$ cat config.mk
export PLATFORM = sky130hd
export DESIGN_NAME = seq_det_ctrl
export DESIGN_NICKNAME = d
export VERILOG_FILES = /design/src/rtl/seq_det_ctrl.sv
export SDC_FILE = /design/constraint.sdc
export NUM_CORES = 1
export LEC_CHECK = 0
export CAP_MARGIN = 20
export CORE_AREA = 5 5 66 68
export DETAILED_ROUTE_END_ITERATION = 7
export DIE_AREA = 0 0 71 73
export DONT_BUFFER_PORTS = 1
export GPL_ROUTABILITY_DRIVEN = 0
export GPL_TIMING_DRIVEN = 0
export SYNTH_ARGS = -nofsm -noshare
export SYNTH_HDL_FRONTEND = slang
export SYNTH_SLANG_ARGS = --single-unit
$ cat constraint.sdc
create_clock -name clk -period 2.15 [get_ports clk]
set_input_delay 0.1075 -clock clk [delete_from_list [all_inputs] [get_ports clk]]
set_output_delay 0.1075 -clock clk [all_outputs]
set_load 0.01 [all_outputs]
$ cat src/rtl/seq_det_ctrl.sv
// Serialiser and frame controller for the 1-bit Mealy sequence detector.
// Define SEQ_DET_CTRL_LSB_FIRST_EN to shift words out LSB first (default is MSB first).
module seq_det_ctrl #(
  parameter int WIDTH = 8,
  parameter int CNT_W = 16
) (
  input  logic             clk,
  input  logic             rst,
  input  logic [WIDTH-1:0] in_data,
  input  logic             in_valid,
  input  logic             in_last,
  output logic             in_ready,
  output logic             det_x,
  input  logic             det_y,
  output logic             det_clr_n,
  output logic             match_pulse,
  output logic [CNT_W-1:0] match_cnt,
  output logic             frame_done,
  output logic             err,
  input  logic             err_clr
);

  localparam int BC_W = $clog2(WIDTH);

  typedef enum logic [1:0] {IDLE, SHIFT, DONE, ERR} state_t;

  state_t           state_q, state_d;
  logic [WIDTH-1:0] shreg_q, shreg_d;
  logic [BC_W-1:0]  bit_cnt_q, bit_cnt_d;
  logic             last_q, last_d;
  logic             det_x_q, det_x_d;
  logic             det_clr_n_q, det_clr_n_d;
  logic             match_pulse_q, match_pulse_d;
  logic [CNT_W-1:0] match_cnt_q, match_cnt_d;
  logic             err_q, err_d;
  logic             last_bit;

  function automatic logic word_head(input logic [WIDTH-1:0] w);
`ifdef SEQ_DET_CTRL_LSB_FIRST_EN
    return w[0];
`else
    return w[WIDTH-1];
`endif
  endfunction

  function automatic logic [WIDTH-1:0] word_shift(input logic [WIDTH-1:0] w);
`ifdef SEQ_DET_CTRL_LSB_FIRST_EN
    return {1'b0, w[WIDTH-1:1]};
`else
    return {w[WIDTH-2:0], 1'b0};
`endif
  endfunction

  assign last_bit = (bit_cnt_q == '0);

  always_comb begin
    state_d       = state_q;
    shreg_d       = shreg_q;
    bit_cnt_d     = bit_cnt_q;
    last_d        = last_q;
    match_cnt_d   = match_cnt_q;
    match_pulse_d = 1'b0;
    in_ready      = 1'b0;
    frame_done    = 1'b0;
    err_d         = err_clr ? 1'b0 : err_q;

    case (state_q)
      IDLE: begin
        in_ready = 1'b1;
        if (in_valid) begin
          shreg_d     = in_data;
          bit_cnt_d   = BC_W'(WIDTH - 1);
          last_d      = in_last;
          match_cnt_d = '0;
          state_d     = SHIFT;
        end
      end
      SHIFT: begin
        if (det_y) begin
          match_pulse_d = 1'b1;
          if (match_cnt_q != '1) match_cnt_d = match_cnt_q + CNT_W'(1);
        end
        if (!last_bit) begin
          shreg_d   = word_shift(shreg_q);
          bit_cnt_d = bit_cnt_q - BC_W'(1);
        end else if (last_q) begin
          state_d = DONE;
        end else begin
          in_ready = 1'b1;
          // Next word must follow gaplessly; the detector cannot be paused.
          if (in_valid) begin
            shreg_d   = in_data;
            bit_cnt_d = BC_W'(WIDTH - 1);
            last_d    = in_last;
          end else begin
            state_d = ERR;
            err_d   = 1'b1;
          end
        end
      end
      DONE: begin
        frame_done = 1'b1;
        state_d    = IDLE;
      end
      ERR: begin
        state_d = IDLE;
      end
      default: state_d = IDLE;
    endcase

    // Detector-facing signals are registered from the next state so they are glitch-free.
    det_x_d     = (state_d == SHIFT) ? word_head(shreg_d) : 1'b0;
    det_clr_n_d = (state_d == SHIFT);
  end

  always_ff @(posedge clk or negedge rst) begin
    if (!rst) begin
      state_q       <= IDLE;
      shreg_q       <= '0;
      bit_cnt_q     <= '0;
      last_q        <= 1'b0;
      det_x_q       <= 1'b0;
      det_clr_n_q   <= 1'b0;
      match_pulse_q <= 1'b0;
      match_cnt_q   <= '0;
      err_q         <= 1'b0;
    end else begin
      state_q       <= state_d;
      shreg_q       <= shreg_d;
      bit_cnt_q     <= bit_cnt_d;
      last_q        <= last_d;
      det_x_q       <= det_x_d;
      det_clr_n_q   <= det_clr_n_d;
      match_pulse_q <= match_pulse_d;
      match_cnt_q   <= match_cnt_d;
      err_q         <= err_d;
    end
  end

  assign det_x       = det_x_q;
  assign det_clr_n   = det_clr_n_q;
  assign match_pulse = match_pulse_q;
  assign match_cnt   = match_cnt_q;
  assign err         = err_q;

endmodule

-- Yosys cells after proc, flatten, opt, wreduce, memory -nomap -nowiden
Index checks and enable logic that the tools add are counted.
- add/sub/neg operators: 2
- reduce and logical (&&, ||, !) cells: 7
- multiplexer cells: 34
- eq/ne operators: 10
- operator list (operator ; count):
    16-bit two-way mux ; 3
    16-bit case mux with 2 select lines ; 1
    8-bit two-way mux ; 3
    16-bit by 1-bit adder with 16-bit output (second input constant) ; 1
    16-bit != test (second input constant) ; 1
    8-bit case mux with 2 select lines ; 1
    1-bit two-way mux ; 15
    3-bit two-way mux ; 3
    2-bit two-way mux ; 4
    2-bit != test (second input constant) ; 4
    2-bit case mux with 3 select lines ; 1
    3-bit case mux with 2 select lines ; 1
    2-bit by 1-bit == test with 1-bit output (second input constant) ; 2
    2-bit == test (second input constant) ; 2
    1-bit case mux with 2 select lines ; 2
    4-bit AND reduction ; 1
    3-bit zero test ; 1
    3-bit != test (second input constant) ; 1
    3-bit AND reduction ; 1
    3-bit by 1-bit subtractor with 3-bit output (second input constant) ; 1
    2-bit zero test ; 1
    2-bit AND reduction ; 1
    2-bit nonzero test ; 1
    2-bit OR reduction ; 1
- word-level logic and storage cells: 63
- output and inout port bits: 22
- register bits after elaboration: 34
- bits of input ports: 14

-- Logic depth before layout (Yosys ltp)
- depth in word-level cells: 6
- depth in mapped cells: 8
- depth with buffers taken out: 6

-- Worst setup path before layout
Ideal clock, no wire load.
- path type: register to register
- start: register bit_cnt_q[0]
- end: register shreg_q[2]
- setup time: 0.066 ns
- data required time: 2.084 ns
- setup slack: 0.231 ns
- stages on the path, launching flop included: 8
- data arrival time: 1.852 ns
- path buffers: 1
- period minus slack after synthesis: 1.919 ns
- cells stage by stage: dfrtp_1 > inv_1 > ha_1 > or3b_2 > a21oi_1 > and2_1 > clkbuf_1 > a221o_1
- longest elaborated chain between the ends: 3
- elaborated cells between the ends (all ways): 5
- those cells by class: 1 x eq/ne; 2 x mux; 2 x reduce/logical
- RTL lines (what ; line ; RTL):
    start: declaration ; 29 ; logic [BC_W-1:0] bit_cnt_q, bit_cnt_d;
    start signal: assignment ; 130 ; bit_cnt_q <= bit_cnt_d;
    3-bit zero test * ; 54 ; assign last_bit = (bit_cnt_q == '0);
    8-bit two-way mux or 3-bit != test (tied branches) ; n/a ;
    8-bit case mux with 2 select lines or 2-bit AND reduction (tied branches) ; n/a ;
    end signal: assignment ; 129 ; shreg_q <= shreg_d;
    end: declaration ; 28 ; logic [WIDTH-1:0] shreg_q, shreg_d;
Every way passes the cells marked *; elsewhere a longest branch is shown, timed or not.
A chain may end at the register's enable or synchronous reset.

-- Worst setup path after layout
- start: register match_cnt_q[0] (netlist: match_cnt[0])
- end: register match_cnt_q[6] (netlist: match_cnt[6])
- longest elaborated chain between the ends: 4
- elaborated cells between the ends (all ways): 7
- those cells by class: 1 x add/sub; 2 x eq/ne; 3 x mux; 1 x reduce/logical
- RTL lines (what ; line ; RTL):
    start: declaration ; 34 ; logic [CNT_W-1:0] match_cnt_q, match_cnt_d;
    start signal: assignment ; 135 ; match_cnt_q <= match_cnt_d;
    16-bit by 1-bit adder with 16-bit output ; 81 ; if (match_cnt_q != '1) match_cnt_d = match_cnt_q + CNT_W'(1);
    16-bit two-way mux ; 81 ;
    16-bit two-way mux ; 79 ; if (det_y) begin
    16-bit case mux with 2 select lines ; 67 ; case (state_q)
Several ways; a longest one is shown, not always the timed one. The select of a mux whose other input is x is not followed.

==> out/qor.yml <==
sta:
  rsz0062_at_grt: "false"
  slew_headroom_pct: 54.20
  hold_viol: 0
  setup-violations-final: 0
  fin_crit_ns: 2.024
  slew_viol_final: 0
  max_freq_mhz: 494.2
  fin_crit_sh_pct: 94.12
  tightest_slew_ns: 0.6817
  fin_tns_setup_ns: 0
  finClkSkew_ns: 0.009947
die:
  die_h_um: 73
  die_w_um: 71
  die-area_um2: 5183
  core_area_um2: 3799
  start_util_pct: 46.51
  io_pins: 36
  num_rows: 23
synth:
  yosys_warnings: 0
  synthArstFlopShare_pct: 100.0
  synth_cells: 183
  synth_cell_types: 41
  ys_ff_latch: 34
  avgSynthCellArea_um2: 9.654
  synth-edff-count: 0
  synth.yosys.seq_area_share_pct: 48.16
  synth_ff_type: "dfrtp_1"
  syn_nets: 200
  netlist_area_um2: 1767
place:
  placed_area_um2: 1829
  dp_hpwl_um: 2922
  port_buffers: 0
cells_and_area:
  antennaDiodeCount: 0
  final_common_cell: "dfrtp_1"
  fin_nets: 216
  drive_gt1_share_pct: 10.50
  num-fill-cells: 391
  syn_to_final_growth_pct: 16.50
  final_area_um2: 2058
  final_cell_mix: "dfrtp_1, nand2_1, inv_1, nor2_1, dlygate4sd3_1"
  final_util_pct: 54.18
clock_tree:
  clkSinkCount: 34
  clk_latency_ns: 0.29
  clockRootBuffer: "clkbuf_8"
  cts_tree: "yes"
  cts_buffer_depth: 2
  postCtsSetupRepairBufs: 0
  clkTransAtPathRegs_ns: 0.08
  cts_made_buffers: 5
  htreeDepth: 2
power_and_ir_drop:
  pwr-share-clk_pct: 20.4
  vdd_drop_max_v: 0.0006009
  seqPwrFrac_pct: 44.0
  p_sw_share_pct: 39.94
  switching_power_mw: 0.9520
  power_leakage_nw: 0.9302
  comb_power_share_pct: 35.6
  p_int_mw: 1.431
  p_per_area_nw_per_um2: 1158
  power.total_mw: 2.383
global_routing:
  overflow: 0
  grt.met1_usage_pct: 18.91
  grt_pass1_vias: 1595
  grt_pass1_wl_um: 7279
  use_met2_pct: 32.13
  grt_max_degree: 35
  grt_usage_pct: 17.56
  met3_usage_pct: 6.474
  antenna_found_initial: 0
  busiest_layer: "met2"
drt:
  via_count: 1526
  first_iter_violations: 91
  ant_nets: 0
  wl_um: 4216
  drc: 0
  firstDrtPassIters: 4
  routed_via_density: 6.104
  wl_per_cell_um: 16.86
setup_path:
  cp.arrival_ns: 2.23
  critPathKind: "flip-flop to flip-flop"
  critical_path.max_fanout: 7
  crit_family: "simple AND/OR/NAND/NOR gates"
  reg2reg_slack_ns: 0.13
  path_cells: "ha_1, nand3_2, or2_2, or4_1, a21oi_1"
  endpoint_kind: "flip-flop"
  crit_path_top_delay_cell: "or4_1"
  cp_slowest_stage_delay_ns: 0.49
  path_buf_inv: 0
  cp.required_ns: 2.36
  crit_path_start_kind: "flip-flop"
run:
  cap_viol_max_count: 0
run_status:
  status: "finished clean"
hold_path:
  worstHoldPathType: "primary input to flip-flop"
==> final cells by class <==
class                           count  area, µm²  share of cell area [%]
Sequential cell                    34      852.1                   41.40
Multi-Input combinational cell    129      864.6                   42.01
Inverter                           12      45.04                   2.188
Buffer                              6      22.52                   1.094
Clock inverter                      1      5.005                  0.2432
Clock buffer                        7      86.33                   4.195
Tap cell                           50      62.56                   3.040
Timing Repair Buffer               11      120.1                   5.836
==> path summary, 6_finish.rpt <==
check,cells past startpoint,endpoint,start
setup / recovery,5,match_cnt[6],match_cnt[0]
hold / removal,2,last_q,in_last
setup reg to reg,5,match_cnt[6],match_cnt[0]
hold reg to reg,1,bit_cnt_q[0],bit_cnt_q[0]
max in group asynchronous,2,match_cnt[1],rst
min in group asynchronous,2,match_pulse,rst
==> power by group through the flow <==
stage                     registers [mW]  logic (mW)  clock network [mW]
after floorplan                     1.00       0.634                   0
after global placement              1.05       0.767                   0
after detailed placement            1.05       0.802                   0
after CTS                           1.04       0.841               0.502
after global routing                1.08       0.951               0.534
final                               1.05       0.847               0.487
==> through the flow <==
stage	instances	setup slack (ns)	hold WS [ns]
finish	250	0.1265	0.03077
global route	250	0.01385	0.01376
CTS	251	0.02455	0.02544
detailed placement	233	-0.07440	-0.1871
global placement	233	-0.04721	-0.1871
floorplan	183	0.2313	-0.1881
==> flip-flops by register name (all words and copies together), names as in the netlist <==
register,flops
bit_cnt_q,3
det_clr_n,1
det_x,1
err,1
last_q,1
match_cnt,16
match_pulse,1
shreg_q,8
state_q,2
==> routing by layer <==
metal	vias to the layer above	routed length, µm
met2	41	2257
met4	0	6
met3	2	271
met1	768	1680
li1	715	-
met5	-	0
==> cell families (layout without fill, tap and decap cells) <==
logic type | Yosys count | in the layout | synth area share [%]
AND/OR/NAND/NOR | 73 | 73 | 23.16
AO/OA/AOI/OAI | 48 | 48 | 19.41
flip-flops | 34 | 34 | 48.16
buffers and inverters | 20 | 37 | 4.249
multiplexers | 5 | 5 | 2.904
adder cells (fa/ha/maj) | 3 | 3 | 2.125
==> cells in the mapped netlist, types with 2 or more instances <==
master | number | area [µm²]
dfrtp_1 | 34 | 850.8
nand2_1 | 17 | 63.81
inv_1 | 12 | 45.04
nor2_1 | 10 | 37.54
a31oi_1 | 8 | 50.05
clkbuf_1 | 8 | 30.03
nor3_1 | 8 | 40.04
o21ai_0 | 8 | 40.04
and3_1 | 7 | 43.79
a21oi_1 | 6 | 30.03
a221o_1 | 6 | 60.06
nand3_1 | 6 | 30.03
nand2b_1 | 5 | 31.28
mux2i_1 | 4 | 40.04
nand4_1 | 4 | 25.02
ha_1 | 3 | 37.54
nor2b_1 | 3 | 18.77
o211ai_1 | 3 | 22.52
o31ai_1 | 3 | 22.52
a22oi_1 | 2 | 15.01
a311oi_1 | 2 | 17.52
a41o_1 | 2 | 20.02
or3_1 | 2 | 12.51
or3b_2 | 2 | 17.52
or4_1 | 2 | 15.01
==> worst register-to-register path: stages (launching register included) <==
cell	delay (ns)
dfrtp_1	0.47
ha_1	0.25
nand3_2	0.18
or2_2	0.38
or4_1	0.49
a21oi_1	0.17
==> what timing repair did <==
action,in CTS,in global routing
resized for setup,2,7
setup endpoints to repair,14,19
hold buffers,11,0
endpoints found under the hold margin,43,0
No activity file was read; power rests on OpenSTA's default activity.
